$ cat src/rtl/ser_to_par_pkg.sv
// Shared types and width helpers for the buffered serial-to-parallel deserialiser.
package ser_to_par_pkg;

    typedef enum logic {
        S_EMPTY = 1'b0,
        S_FULL  = 1'b1
    } hold_state_t;

    function automatic int cnt_w(input int width);
        return $clog2(width);
    endfunction

endpackage

$ cat src/rtl/ser_to_par_buffered_if.sv
// Sampler/consumer-side signal bundle for ser_to_par_buffered.
interface ser_to_par_buffered_if
    import ser_to_par_pkg::*;
#(
    parameter int WIDTH = 8
);
    logic                      en;
    logic                      shift_en;
    logic                      clear;
    logic                      serial;
    logic                      ack;
    logic [WIDTH-1:0]          par_out;
    logic                      valid;
    logic                      overrun;
    logic [cnt_w(WIDTH)-1:0]   bit_cnt;

    modport master (
        output en, shift_en, clear, serial, ack,
        input  par_out, valid, overrun, bit_cnt
    );

    modport slave (
        input  en, shift_en, clear, serial, ack,
        output par_out, valid, overrun, bit_cnt
    );
endinterface

$ cat src/rtl/ser_shift_core.sv
// Shift register and framed bit counter; flags the sample that completes a word
// and presents that word (including the current bit) combinationally.
module ser_shift_core
    import ser_to_par_pkg::*;
#(
    parameter int WIDTH     = 8,
    parameter bit MSB_FIRST = 1'b0
) (
    input  logic                    clk,
    input  logic                    nrst,
    input  logic                    sample,
    input  logic                    clear,
    input  logic                    serial,
    output logic [WIDTH-1:0]        word,
    output logic                    word_done,
    output logic [cnt_w(WIDTH)-1:0] bit_cnt
);
    localparam int                CW   = cnt_w(WIDTH);
    localparam logic [CW-1:0]     LAST = CW'(WIDTH - 1);

    logic [WIDTH-1:0] sreg_q;
    logic [WIDTH-1:0] sreg_d;
    logic [CW-1:0]    cnt_q;
    logic [CW-1:0]    cnt_d;

    if (MSB_FIRST) begin : g_msb_first
        assign sreg_d = {sreg_q[WIDTH-2:0], serial};
    end else begin : g_lsb_first
        assign sreg_d = {serial, sreg_q[WIDTH-1:1]};
    end

    assign word_done = sample && (cnt_q == LAST);
    assign word      = sreg_d;
    assign bit_cnt   = cnt_q;
    assign cnt_d     = word_done ? '0 : cnt_q + 1'b1;

    always_ff @(posedge clk or negedge nrst) begin
        if (!nrst) begin
            sreg_q <= '0;
        end else if (clear) begin
            sreg_q <= '0;
        end else if (sample) begin
            sreg_q <= sreg_d;
        end
    end

    always_ff @(posedge clk or negedge nrst) begin
        if (!nrst) begin
            cnt_q <= '0;
        end else if (clear) begin
            cnt_q <= '0;
        end else if (sample) begin
            cnt_q <= cnt_d;
        end
    end
endmodule

$ cat src/rtl/ser_to_par_buffered.sv
// Serial-to-parallel deserialiser with a one-word holding register under a
// valid/ack handshake and a sticky overrun flag for dropped words.
module ser_to_par_buffered
    import ser_to_par_pkg::*;
#(
    parameter int WIDTH     = 8,
    parameter bit MSB_FIRST = 1'b0
) (
    input  logic                  MHz10,
    input  logic                  nrst,
    ser_to_par_buffered_if.slave  bus
);
    logic                    sample;
    logic [WIDTH-1:0]        word;
    logic                    word_done;
    logic [cnt_w(WIDTH)-1:0] bit_cnt;

    hold_state_t      state_q, state_d;
    logic [WIDTH-1:0] hold_q, hold_d;
    logic             overrun_q, overrun_d;

    assign sample = bus.en & bus.shift_en;

    ser_shift_core #(
        .WIDTH     (WIDTH),
        .MSB_FIRST (MSB_FIRST)
    ) u_core (
        .clk       (MHz10),
        .nrst      (nrst),
        .sample    (sample),
        .clear     (bus.clear),
        .serial    (bus.serial),
        .word      (word),
        .word_done (word_done),
        .bit_cnt   (bit_cnt)
    );

    // ack only matters while a word is held; a completion into a full,
    // un-acked holder is dropped and recorded in the sticky overrun flag.
    always_comb begin
        state_d   = state_q;
        hold_d    = hold_q;
        overrun_d = overrun_q;
        if (bus.clear) begin
            state_d   = S_EMPTY;
            hold_d    = '0;
            overrun_d = 1'b0;
        end else begin
            case (state_q)
                S_EMPTY: begin
                    if (word_done) begin
                        hold_d  = word;
                        state_d = S_FULL;
                    end
                end
                S_FULL: begin
                    if (word_done && bus.ack) begin
                        hold_d = word;
                    end else if (word_done) begin
                        overrun_d = 1'b1;
                    end else if (bus.ack) begin
                        state_d = S_EMPTY;
                    end
                end
                default: state_d = S_EMPTY;
            endcase
        end
    end

    always_ff @(posedge MHz10 or negedge nrst) begin
        if (!nrst) begin
            state_q <= S_EMPTY;
        end else begin
            state_q <= state_d;
        end
    end

    always_ff @(posedge MHz10 or negedge nrst) begin
        if (!nrst) begin
            hold_q <= '0;
        end else begin
            hold_q <= hold_d;
        end
    end

    always_ff @(posedge MHz10 or negedge nrst) begin
        if (!nrst) begin
            overrun_q <= 1'b0;
        end else begin
            overrun_q <= overrun_d;
        end
    end

    assign bus.par_out = hold_q;
    assign bus.valid   = (state_q == S_FULL);
    assign bus.overrun = overrun_q;
    assign bus.bit_cnt = bit_cnt;
endmodule

$ cat src/flat_wrapper.sv
// flat-port wrapper written by rule: the top's interface ports become plain ports
module ser_to_par_buffered_flat import ser_to_par_pkg::*;
#(
    parameter int WIDTH     = 8,
    parameter bit MSB_FIRST = 1'b0
)
  (MHz10, nrst, bus_en, bus_shift_en, bus_clear, bus_serial, bus_ack, bus_par_out, bus_valid, bus_overrun, bus_bit_cnt);
  ser_to_par_buffered_if #(.WIDTH(WIDTH)) bus_i ();
  input  logic MHz10;
  input  logic nrst;
  input wire logic [$bits(bus_i.en)-1:0] bus_en;
  input wire logic [$bits(bus_i.shift_en)-1:0] bus_shift_en;
  input wire logic [$bits(bus_i.clear)-1:0] bus_clear;
  input wire logic [$bits(bus_i.serial)-1:0] bus_serial;
  input wire logic [$bits(bus_i.ack)-1:0] bus_ack;
  output wire logic [$bits(bus_i.par_out)-1:0] bus_par_out;
  output wire logic [$bits(bus_i.valid)-1:0] bus_valid;
  output wire logic [$bits(bus_i.overrun)-1:0] bus_overrun;
  output wire logic [$bits(bus_i.bit_cnt)-1:0] bus_bit_cnt;
  assign bus_i.en = bus_en;
  assign bus_i.shift_en = bus_shift_en;
  assign bus_i.clear = bus_clear;
  assign bus_i.serial = bus_serial;
  assign bus_i.ack = bus_ack;
  assign bus_par_out = bus_i.par_out;
  assign bus_valid = bus_i.valid;
  assign bus_overrun = bus_i.overrun;
  assign bus_bit_cnt = bus_i.bit_cnt;
  ser_to_par_buffered #(.WIDTH(WIDTH), .MSB_FIRST(MSB_FIRST)) u_core (.MHz10(MHz10), .nrst(nrst), .bus(bus_i));
endmodule
$ cat config.mk
export PLATFORM = sky130hd
export DESIGN_NAME = ser_to_par_buffered_flat
export DESIGN_NICKNAME = d
export VERILOG_FILES = /design/src/rtl/ser_to_par_pkg.sv /design/src/rtl/ser_to_par_buffered_if.sv /design/src/rtl/ser_shift_core.sv /design/src/rtl/ser_to_par_buffered.sv /design/src/flat_wrapper.sv
export SDC_FILE = /design/constraint.sdc
export NUM_CORES = 1
export LEC_CHECK = 0
export BUFFER_PORTS_ARGS = -buffer_cell sky130_fd_sc_hd__buf_2
export CAP_MARGIN = 10
export CORE_MARGIN = 2
export CORE_UTILIZATION = 46
export CTS_CLUSTER_SIZE = 40
export DETAILED_ROUTE_END_ITERATION = 7
export PLACE_DENSITY = 0.69
export SYNTH_ARGS = -nofsm -noshare
export SYNTH_HDL_FRONTEND = slang
export SYNTH_SLANG_ARGS = --single-unit
export TNS_END_PERCENT = 50
$ cat constraint.sdc
create_clock -name MHz10 -period 2.48 [get_ports MHz10]
set_input_delay 0.372 -clock MHz10 [delete_from_list [all_inputs] [get_ports MHz10]]
set_output_delay 0.372 -clock MHz10 [all_outputs]
set_load 0.03 [all_outputs]
[Word-level counts from Yosys, hierarchy flattened]
Index checks and enable logic that the tools add are counted.
Word-level totals
  input bits: 7
  output and inout port bits: 13
  logic and storage cells: 38
  register bits: 21
Cells by class
  equality and inequality tests: 4
  bitwise operators: 2
  mux-type cells: 19
  add/sub/neg operators: 1
  reductions and logical operators: 7
Operators with widths (count)
  $mux 8: 5
  $pmux 8 s2: 1
  $mux 1: 9
  $mux 3: 3
  $ne 3x3->1 const B: 2
  $reduce_bool 2->1: 3
  $add 3x1->3 const B: 1
  $eq 3x3->1 const B: 1
  $reduce_and 3->1: 1
  $logic_and 1x1->1: 2
  $ne 2x2->1 const B: 1
  $pmux 1 s2: 1
  $reduce_and 2->1: 1
  $and 1x1->1: 1
  $not 1->1: 1

[Logic depth before layout (Yosys ltp)]
  depth in word-level cells: 6
  depth in mapped cells: 5
  mapped depth without buffers: 5

[By module]
From an unflattened synthesis, not the netlist that was laid out.
Second synthesis, totals
  cell total of the unflattened synthesis: 80
  area total of the unflattened synthesis: 949.7 um^2
By module, submodules not included
  ser_to_par_buffered: times used 1, area each 491.7 um^2, cells an instance 43, sequential area each 250.2 um^2
  ser_shift_core: times used 1, area each 457.9 um^2, cells an instance 37, sequential area each 250.2 um^2

[Worst setup path after synthesis]
OpenSTA, ideal clock, no wires.
  path kind: reg2reg
  start point: register u_core.u_core.cnt_q[0] (netlist: u_core.u_core.bit_cnt[0])
  end point: register u_core.hold_q[0] (netlist: u_core.bus.par_out[0])
  period minus slack after synthesis: 1.501 ns
  path buffers: 1
  library setup time: 0.079 ns
  cell stages (with the launch flop): 6
  setup slack: 0.979 ns
  data arrival time: 1.421 ns
  data required time: 2.401 ns
  path through: dfrtp_1 > ha_1 > ha_1 > nor3b_2 > buf_6 > mux2i_1
Between the ends
  cells in the longest elaborated chain, start to end: 5
  elaborated cells on any way between the ends: 6
  those cells by class: 3 x eq/ne; 3 x reduce/logical
RTL lines
  start, declared: line ser_shift_core.sv:23  | logic [CW-1:0] cnt_q;
  start signal, assigned: line ser_shift_core.sv:53  | cnt_q <= cnt_d;
  $eq 3x3->1 *: line ser_shift_core.sv:32  | assign word_done = sample && (cnt_q == LAST);
  $logic_and 1x1->1 *: line ser_shift_core.sv:32
  $logic_and 1x1->1: line ser_to_par_buffered.sv:57  | if (word_done && bus.ack) begin
  $ne 3x3->1 (no source line)
  $reduce_and 2->1 (no source line) *
  end signal, assigned: line ser_to_par_buffered.sv:82  | hold_q <= hold_d;
  end, declared: line ser_to_par_buffered.sv:19  | logic [WIDTH-1:0] hold_q, hold_d;
Mark *: on every way between the ends. The rest lies on a longest branch, timed or not.
A chain may end at the register's enable or synchronous reset.

[Worst setup path after layout]
Same ends and word-level chain as after synthesis.

==> metrics.cfg <==
[die]
fp.dieH_um=48.84
fp.dieW_um=48.84
initial_core_util_pct=48.11
design.core.area_um2=1922
rows=16
boundaryPins=20
dieArea_um2=2385

[timing]
clock.fmax_ghz=0.6912
skew_ns=0.006653
fin_crit_sh_pct=58.34
tightest_slew_ns=0.4413
period_minus_slack_ns=1.447
finalMaxSlewViolations=0
relSlewSlack_pct=70.58
fin_setup_tns_ns=0
holdWs_ns=-0.01023
rsz0062_at_grt=no
finalHoldViolCount=11
setup_viol=0

[clock_tree]
cts_resized=0
cts-buffers-inserted=3
clk_latency_ns=0.30
cts_max_level=1
cts_setup_buffers=0
cts_sinks=20
cts-root-buf=clkbuf_4
clockBufferDepth=2
tritoncts=built
cts-hold-fix-buffers=0
clk_pin_slew_worst_paths_ns=0.12

[yosys]
synthAdderAreaFrac_pct=2.706
yosys_register_bits=20
yosysTopAreaCellShare_pct=54.13
synth-simple-area-share_pct=23.95
synthTopCellsByArea=dfrtp_1 (54%), nand2b_1 (11%), mux2i_1 (9.7%), nand2_1 (6.9%), a21oi_1 (5.4%)
synth_fp_nets=98
yosysUniqueCellTypes=15
synth.most_common_cell=dfrtp_1
synthTopCellsByCount=dfrtp_1 (20), nand2_1 (17), nand2b_1 (16)
synth_top_cell_by_area=dfrtp_1
ys.warnings.count=0
synth_top_family_by_area=simple AND/OR/NAND/NOR gates
syn-cell-area_um2=924.6
synth-seq-area-share_pct=54.13
synthXorXnorAreaFrac_pct=0
syn_inst=89
synth_flop_cell=dfrtp_1
synthMuxAreaShare_pct=9.743
synth-compound-area-share_pct=6.089
syn_area_per_cell_um2=10.39
synth-edff-count=0
synth_async_sr_flop_share_pct=100.0

[global_routing]
antenna_found_initial=0
grt_start_max_net_pins=29
grt.total_usage_pct=15.61
grt_pass1_vias=647
overflow=0
grt_pass1_wl_um=2849

[run_status]
status=finished with violations
violations=negative hold slack

[final_layout]
area_growth_pct=15.29
fin_util_pct=55.47
design_area_um2=1066
drive_gt1_share_pct=25.93
antenna_cells=0
nets=118

[critical_path]
crit_chain=ha_1 -> ha_1 -> nor3b_2 -> buf_4 -> mux2i_1
r2r_end=u_core.bus.par_out[0]
cp-endpoint=u_core.bus.par_out[0]
path_buf_inv=1
path_delay_family=flip-flops
cp_common_cell=ha_1
crit_arrival_ns=1.68
crit_start=u_core.u_core.bit_cnt[0]
slowest_stage=dfrtp_1
crit_path_end_kind=flip-flop
worstSetupPathType=flip-flop to flip-flop
slowest_delay_ns=0.41
ff2ff_path_depth=5
crit_cells=5
start_kind=flip-flop
crit_fanout=8
rr_startpoint=u_core.u_core.bit_cnt[0]
crit_required_ns=2.71
rrSetupSlack_ns=1.03

[routing]
wl_met1_um=772
dr.pass1.iters=3
wirelength_um=1596
route.detailed.drc=0
drtAntennaViolNets=0
routed-wl-met3_um=62
wl_per_cell_um=11.82
wl_met2_um=748
initialDrtViolationCount=9
vias=656
vias_per_cell=4.859
highest_layer=met4

[pwr]
cellPowerDensity_nw_per_um2=525.5
power.leakage_nw=0.4975
p_total_mw=0.5601
peakVddDrop_mv=0.2954

[min_path]
min_path_type=input port to asynchronous set/reset pin

[place]
gp_routability_congestion=0.6693
post-dp-hpwl_um=1091
port_buffers=19
placed_area_um2=1030

[flow_run]
cap_violations=0

-- power breakdown --
group	total [mW]	internal, mW	switching (mW)
logic	0.0382	0.0126	0.0256
registers	0.331	0.329	0.00262
clock network	0.191	0.0895	0.101
-- registers in the layout, summed over array words and instances, names as in the netlist --
name	cells
u_core.bus.par_out	8
u_core.u_core.sreg_q	7
u_core.u_core.bit_cnt	3
u_core.bus.overrun	1
u_core.bus.valid	1
-- logic make-up after synthesis --
family,after synthesis
simple gates,42
mux,9
flops,20
compound gates,11
fa+ha+maj,2
buf+inv,5
-- routing by layer --
layer / vias to the layer above / track usage [%]
li1: 326 / -
met1: 313 / 21.06
met2: 15 / 24.43
met3: 2 / 3.067
met4: 0 / 7.143
met5: - / 0
-- worst min path at each step --
stage,startpoint,to,slack [ns],cells past startpoint
after floorplan,nrst,u_core.bus.overrun,0.08,0
after global placement,nrst,u_core.bus.par_out[4],0.34,1
after detailed placement,nrst,u_core.bus.par_out[5],0.34,1
after CTS,nrst,u_core.bus.par_out[5],0.0002,1
after global routing,nrst,u_core.bus.par_out[6],0.02,1
final,nrst,u_core.bus.par_out[6],-0.01,1
-- cell type report --
cell class / count / area (um2)
timing repair buffer: 20 / 102.6
multi-input combinational: 64 / 392.9
fill: 206 / 855.8
sequential: 20 / 500.5
clock buffer: 4 / 36.28
tap: 27 / 33.78
-- placed cells by master, fill, tap and decap left out, drive strengths merged --
master / n
dfrtp: 20
buf: 20
nand2: 18
nand2b: 16
a21oi: 10
mux2i: 9
nor2: 4
clkbuf: 4
ha: 2
and2: 1
nor2b: 1
nor3b: 1
a31oi: 1
nand3b: 1
-- metrics by stage --
step	cells	hold WS [ns]	worst slack, ns
6_report	135	-0.01023	1.033
2_1_floorplan	89	0.07641	0.9794
4_1_cts	135	0.0001774	1.021
5_1_grt	135	0.01817	0.8827
3_5_place_dp	131	0.3417	1.037
3_3_place_gp	131	0.3385	1.089
No activity file was read; power rests on OpenSTA's default activity.
